File: src/rtl/prim_esc_pkg.sv
// Escalation link types shared by the escalation sender and receiver.
package prim_esc_pkg;

    // Sender -> receiver differential escalation pair.
    typedef struct packed {
        logic esc_p;
        logic esc_n;
    } esc_tx_t;

    // Receiver -> sender differential response pair.
    typedef struct packed {
        logic resp_p;
        logic resp_n;
    } esc_rx_t;

    localparam esc_tx_t EscTxDefault = '{esc_p: 1'b0, esc_n: 1'b1};
    localparam esc_rx_t EscRxDefault = '{resp_p: 1'b0, resp_n: 1'b1};

endpackage

File: src/rtl/prim_buf.sv
// Keep-through buffer: marks a signal that synthesis must not merge or optimise away.
module prim_buf #(
    parameter int Width = 1
) (
    input  logic [Width-1:0] in_i,
    output logic [Width-1:0] out_o
);

    assign out_o = in_i;

endmodule

File: src/rtl/prim_diff_decode.sv
// Differential pair decoder: recovers the level from the positive rail and
// flags a signal-integrity error whenever both rails carry the same value.
// Only the synchronous flavour is provided; the pair must already be in the
// local clock domain.
module prim_diff_decode #(
    parameter bit AsyncOn = 1'b0
) (
    input  logic diff_pi,
    input  logic diff_ni,
    output logic level_o,
    output logic sigint_o
);

    if (AsyncOn) begin : g_async
        // No synchroniser in this flavour: report a permanent integrity error
        // so a mis-parameterised instance cannot silently pass traffic.
        assign level_o  = 1'b0;
        assign sigint_o = 1'b1;
    end else begin : g_sync
        assign level_o  = diff_pi;
        assign sigint_o = ~(diff_pi ^ diff_ni);
    end

endmodule

File: src/rtl/prim_esc_sender.sv
// Escalation sender: drives the esc_p/n pair (multi-cycle escalation pulses,
// single-cycle ping pulses) and checks the toggling response on resp_p/n.
//
// state          | meaning
// ---------------+-----------------------------------------------------------
// Idle           | no check in progress, response ignored
// CheckEscRespHi | escalating, response must be 1 this cycle
// CheckEscRespLo | escalating, response must be 0 this cycle
// CheckPingResp0 | ping sent, expecting 1
// CheckPingResp1 | ping sent, expecting 0
// CheckPingResp2 | ping sent, expecting 1
// CheckPingResp3 | ping sent, expecting 0; success completes the ping
module prim_esc_sender
    import prim_esc_pkg::*;
(
    input  logic    clk_i,
    input  logic    rst_ni,
    input  logic    ping_req_i,
    output logic    ping_ok_o,
    output logic    integ_fail_o,
    input  logic    esc_req_i,
    input  esc_rx_t esc_rx_i,
    output esc_tx_t esc_tx_o
);

    typedef enum logic [4:0] {
        Idle           = 5'b00101,
        CheckEscRespLo = 5'b11010,
        CheckEscRespHi = 5'b01111,
        CheckPingResp0 = 5'b10100,
        CheckPingResp1 = 5'b00011,
        CheckPingResp2 = 5'b11101,
        CheckPingResp3 = 5'b01000
    } state_e;

    state_e state_q, state_d;
    logic   esc_req_q, ping_req_q, ping_ok_seen_q;
    logic   ping_pulse, esc_p_raw, esc_n_raw, esc_p_buf, esc_n_buf;
    logic   resp, sigint, ping_ok, integ_fail, esc_ping_ok;

    assign ping_pulse = ping_req_i & ~ping_req_q;

    // The delayed request stretches every escalation to at least two cycles,
    // while a ping stays one cycle. Reset forces the pair to its idle value
    // immediately, even if a request is still present on the inputs.
    assign esc_p_raw = rst_ni & (esc_req_i | esc_req_q | ping_pulse);
    assign esc_n_raw = ~esc_p_raw;

    prim_buf #(.Width(1)) u_buf_p (.in_i(esc_p_raw), .out_o(esc_p_buf));
    prim_buf #(.Width(1)) u_buf_n (.in_i(esc_n_raw), .out_o(esc_n_buf));

    assign esc_tx_o.esc_p = esc_p_buf;
    assign esc_tx_o.esc_n = esc_n_buf;

    prim_diff_decode #(.AsyncOn(1'b0)) u_decode (
        .diff_pi  (esc_rx_i.resp_p),
        .diff_ni  (esc_rx_i.resp_n),
        .level_o  (resp),
        .sigint_o (sigint)
    );

    // A running escalation proves the link, so it answers a pending ping once.
    assign esc_ping_ok = ping_pulse | (ping_req_i & ~ping_ok_seen_q);

    // Next-state and output decode; integrity errors override everything.
    always_comb begin
        state_d    = state_q;
        ping_ok    = 1'b0;
        integ_fail = 1'b0;
        case (state_q)
            Idle: begin
                if (esc_req_i) begin
                    state_d = CheckEscRespHi;
                end else if (ping_pulse) begin
                    state_d = CheckPingResp0;
                end
            end
            CheckEscRespHi: begin
                if (!esc_req_i) begin
                    state_d = Idle;
                end else if (!resp) begin
                    state_d    = Idle;
                    integ_fail = 1'b1;
                end else begin
                    state_d = CheckEscRespLo;
                    ping_ok = esc_ping_ok;
                end
            end
            CheckEscRespLo: begin
                if (!esc_req_i) begin
                    state_d = Idle;
                end else if (resp) begin
                    state_d    = Idle;
                    integ_fail = 1'b1;
                end else begin
                    state_d = CheckEscRespHi;
                    ping_ok = esc_ping_ok;
                end
            end
            // An escalation arriving mid-ping takes over in the phase the
            // receiver is already toggling in.
            CheckPingResp0: begin
                if (esc_req_i) begin
                    state_d = CheckEscRespLo;
                end else if (!resp) begin
                    state_d    = Idle;
                    integ_fail = 1'b1;
                end else begin
                    state_d = CheckPingResp1;
                end
            end
            CheckPingResp1: begin
                if (esc_req_i) begin
                    state_d = CheckEscRespHi;
                end else if (resp) begin
                    state_d    = Idle;
                    integ_fail = 1'b1;
                end else begin
                    state_d = CheckPingResp2;
                end
            end
            CheckPingResp2: begin
                if (esc_req_i) begin
                    state_d = CheckEscRespLo;
                end else if (!resp) begin
                    state_d    = Idle;
                    integ_fail = 1'b1;
                end else begin
                    state_d = CheckPingResp3;
                end
            end
            CheckPingResp3: begin
                if (esc_req_i) begin
                    state_d = CheckEscRespHi;
                end else if (resp) begin
                    state_d    = Idle;
                    integ_fail = 1'b1;
                end else begin
                    state_d = Idle;
                    ping_ok = 1'b1;
                end
            end
            default: state_d = Idle;
        endcase

        if (sigint && (state_q != Idle || esc_req_i || ping_req_i)) begin
            state_d    = Idle;
            ping_ok    = 1'b0;
            integ_fail = 1'b1;
        end
    end

    assign ping_ok_o    = rst_ni & ping_ok;
    assign integ_fail_o = rst_ni & integ_fail;

    // State, request history and the one-ok-per-ping-request marker.
    always_ff @(posedge clk_i or negedge rst_ni) begin
        if (!rst_ni) begin
            state_q        <= Idle;
            esc_req_q      <= 1'b0;
            ping_req_q     <= 1'b0;
            ping_ok_seen_q <= 1'b0;
        end else begin
            state_q        <= state_d;
            esc_req_q      <= esc_req_i;
            ping_req_q     <= ping_req_i;
            ping_ok_seen_q <= ping_req_i & (ping_ok_seen_q | ping_ok);
        end
    end

    a_known: assert property (@(posedge clk_i) disable iff (!rst_ni)
        !$isunknown({esc_tx_o, ping_ok_o, integ_fail_o}));

    a_ok_fail_excl: assert property (@(posedge clk_i) disable iff (!rst_ni)
        !(ping_ok_o && integ_fail_o));

    a_esc_min_len: assert property (@(posedge clk_i) disable iff (!rst_ni)
        ($rose(esc_tx_o.esc_p) && !ping_pulse) |=> esc_tx_o.esc_p);

endmodule

File: config.mk
export PLATFORM = sky130hd
export DESIGN_NAME = prim_esc_sender
export DESIGN_NICKNAME = d
export VERILOG_FILES = /design/src/rtl/prim_esc_pkg.sv /design/src/rtl/prim_buf.sv /design/src/rtl/prim_diff_decode.sv /design/src/rtl/prim_esc_sender.sv
export SDC_FILE = /design/constraint.sdc
export NUM_CORES = 1
export LEC_CHECK = 0
export ABC_AREA = 1
export BUFFER_PORTS_ARGS = -buffer_cell sky130_fd_sc_hd__buf_4
export CELL_PAD_IN_SITES_DETAIL_PLACEMENT = 0
export CELL_PAD_IN_SITES_GLOBAL_PLACEMENT = 1
export CORE_ASPECT_RATIO = 0.75
export CORE_MARGIN = 2
export CORE_UTILIZATION = 30
export CTS_CLUSTER_SIZE = 20
export DETAILED_ROUTE_END_ITERATION = 8
export PLACE_DENSITY_LB_ADDON = 0.1
export SYNTH_ARGS = -nofsm -noshare
export SYNTH_HDL_FRONTEND = slang
export SYNTH_SLANG_ARGS = --single-unit
File: constraint.sdc
create_clock -name clk_i -period 3.4 [get_ports clk_i]
set_clock_uncertainty 0.2 [all_clocks]
set_input_delay 0.68 -clock clk_i [delete_from_list [all_inputs] [get_ports clk_i]]
set_output_delay 0.68 -clock clk_i [all_outputs]
set_load 0.05 [all_outputs]
==> results.py <==
metrics = {
    "run_status": {
        "status": "completed",
    },
    "clock_network": {
        "cts_sinks": 8,
        "clk_latency_ns": 0.26,
        "clk_pin_slew_ns": 0.06,
        "cts_hold_buffers": 0,
        "clockBufferDepth": 2,
        "cts_tree": "done",
        "cts-buffers-inserted": 3,
        "postCtsSetupRepairBufs": 0,
        "h-tree-depth": 1,
        "ctsResizeCount": 0,
        "root_buffer": "clkbuf_4",
    },
    "grt": {
        "grt_max_degree": 12,
        "grt_pass1_wl_um": 3060,
        "grt_pass1_vias": 671,
        "grt_overflow": 0,
        "grt_antenna_before_repair": 0,
        "track_usage_pct": 15.0,
    },
    "power": {
        "leakage_uw": 0.000405,
        "total_power_uw": 471,
        "p_per_area_nw_per_um2": 585,
        "peakVddDrop_uv": 259,
    },
    "logic_synthesis": {
        "synth_edf_count": 0,
        "syn-cell-area_um2": 699,
        "yosysMostFrequentCell": "nand2_1",
        "yosysUniqueCellTypes": 23,
        "syn_nets": 118,
        "ys_warn_count": 0,
        "yosysTopAreaCell": "dfrtp_1",
        "ys_ff_latch": 8,
        "synth_commonest_cells": "nand2_1 (27), nor2_1 (16), inv_1 (14)",
        "synthCells": 112,
        "async_reset_ff_share_pct": 100,
        "synthTopCellsByArea": "dfrtp_1 (21%), nand2_1 (14%), nor2_1 (8.6%)",
        "avgSynthCellArea_um2": 6.24,
        "yosysTopAreaCellShare_pct": 21.5,
        "ys.flop_type": "dfrtp_1",
        "seq_area_frac_synth_pct": 29.0,
    },
    "routing": {
        "drt-initial-drc-count": 51,
        "wire_per_inst_um": 11.7,
        "antenna_left": 0,
        "viasPerCell": 5.31,
        "remaining_drc_errors": 0,
        "route.vias.total": 781,
        "postRouteWirelength_um": 1730,
        "dr.pass1.iters": 4,
    },
    "setup_path": {
        "critPathRequiredTime_ns": 2.52,
        "path_class": "reg2out",
        "cp.arrival_ns": 1.86,
        "start_kind": "register",
        "crit_fanout": 5,
        "crit_path_end_kind": "output port",
    },
    "die": {
        "pin_count": 10,
        "dieArea_um2": 2740,
        "num_rows": 15,
        "fp.dieH_um": 45.8,
        "die_x_um": 59.8,
        "coreArea_um2": 2250,
        "start_util_pct": 31.1,
    },
    "placed_design": {
        "dp_hpwl_um": 1450,
        "port_buffers": 9,
        "place_congestion": 0.957,
    },
    "timing": {
        "timing.fmax_mhz": 366,
        "post-route-period-util_pct": 80.4,
        "slew_violations": 0,
        "hold_violations": 0,
        "tightest_slew_ns": 0.359,
        "relSlewSlack_pct": 75.9,
        "setup_viol": 0,
        "rsz0062_at_grt": "no",
        "period_needed_ns": 2.74,
        "final.setup.tns_ns": 0,
    },
    "layout": {
        "fin_util_pct": 35.7,
        "nNetsFinal": 129,
        "drive_above_1_share_pct": 18.9,
        "area_growth_pct": 15.0,
        "n_antenna_cell": 0,
    },
    "hold_path": {
        "hold_path.class": "in2async",
    },
    "job": {
        "max_cap_violations": 0,
    },
}
## worst max-delay path, cell delays in order, from the launching register on
cell	delay, ns
dfrtp_1	0.45
nor2_1	0.27
nand3_1	0.21
o21ai_1	0.18
nand2_1	0.08
nand2_1	0.06
nand3b_1	0.09
nand2_1	0.05
inv_1	0.05
buf_4	0.18
## layout by cell type (no fill, tap or decap), types with 2 or more instances in the layout
| cell type | synthesis | layout |
|---|---|---|
| nand2_1 | 27 | 27 |
| nor2_1 | 16 | 16 |
| inv_1 | 14 | 14 |
| nand3_1 | 9 | 9 |
| buf_4 | 2 | 9 |
| a21oi_1 | 6 | 6 |
| nor3_1 | 6 | 6 |
| dfrtp_1 | 6 | 6 |
| o21ai_0 | 5 | 5 |
| inv_2 | 3 | 3 |
| nand4_1 | 3 | 3 |
| clkbuf_4 | 0 | 3 |
| nor2_4 | 2 | 2 |
| o211ai_1 | 2 | 2 |
| dfstp_2 | 2 | 2 |
## worst paths after layout
path / from / endpoint / slack, ns / cells after the start
max: state_q[1]$_DFFE_PN0P_ / integ_fail_o / 0.66 / 9
min in group clk_i: ping_req_i / ping_req_q$_DFF_PN0_ / 0.35 / 1
max in group asynchronous: rst_ni / state_q[0]$_DFFE_PN1P_ / 2.73 / 1
max reg2reg: state_q[0]$_DFFE_PN1P_ / state_q[0]$_DFFE_PN1P_ / 1.59 / 7
min reg2reg: ping_ok_seen_q$_DFF_PN0_ / ping_ok_seen_q$_DFF_PN0_ / 0.35 / 2
min: rst_ni / state_q[4]$_DFFE_PN0P_ / 0.04 / 1
## cells by family (layout without fill, tap and decap cells)
group           count (synthesis)  count (layout)  share of synthesized area [%]
simple gates                   66              66                           44.0
compound gates                 16              16                           13.2
buf+inv                        21              31                           12.5
flops                           8               8                           29.0
xor+xnor                        1               1                           1.25
## sequential cells by signal (all words and copies together) (netlist names)
| name | flops |
|---|---|
| ping_ok_seen_q | 1 |
| ping_req_q | 1 |
| esc_req_q | 1 |
| state_q | 5 |
## stage by stage
step	instances	cell area (µm²)	worst slack (ns)	hold slack, ns
after global routing	147	805	0.531	0.0347
final	147	805	0.665	0.0376
after floorplan	112	699	0.599	0.184
after CTS	147	805	0.675	0.0365
after global placement	143	778	0.657	0.315
after detailed placement	143	778	0.678	0.317
## routing by layer
layer	up-vias	part of all wire, %	track usage [%]
li1	386	-	-
met1	356	50	22.5
met2	35	43	22.8
met3	4	6.0	1.70
met4	0	0.75	4.00
met5	-	0	0
## cell type report
class | instances | area (µm²)
Fill cell | 243 | 1450
Multi-Input combinational cell | 83 | 409
Sequential cell | 8 | 203
Timing Repair Buffer | 9 | 67.6
Inverter | 18 | 67.6
Tap cell | 25 | 31.3
Clock buffer | 4 | 26.3
## power breakdown
group	leakage (µW)	total, µW	internal [µW]	switching [µW]
sequential	0.0000986	155	122	32.0
combinational	0.000291	239	78.7	161
clock	0.0000150	77.2	44.9	32.3
total	0.000405	471	246	225
Power figures use the tool's default switching activity.
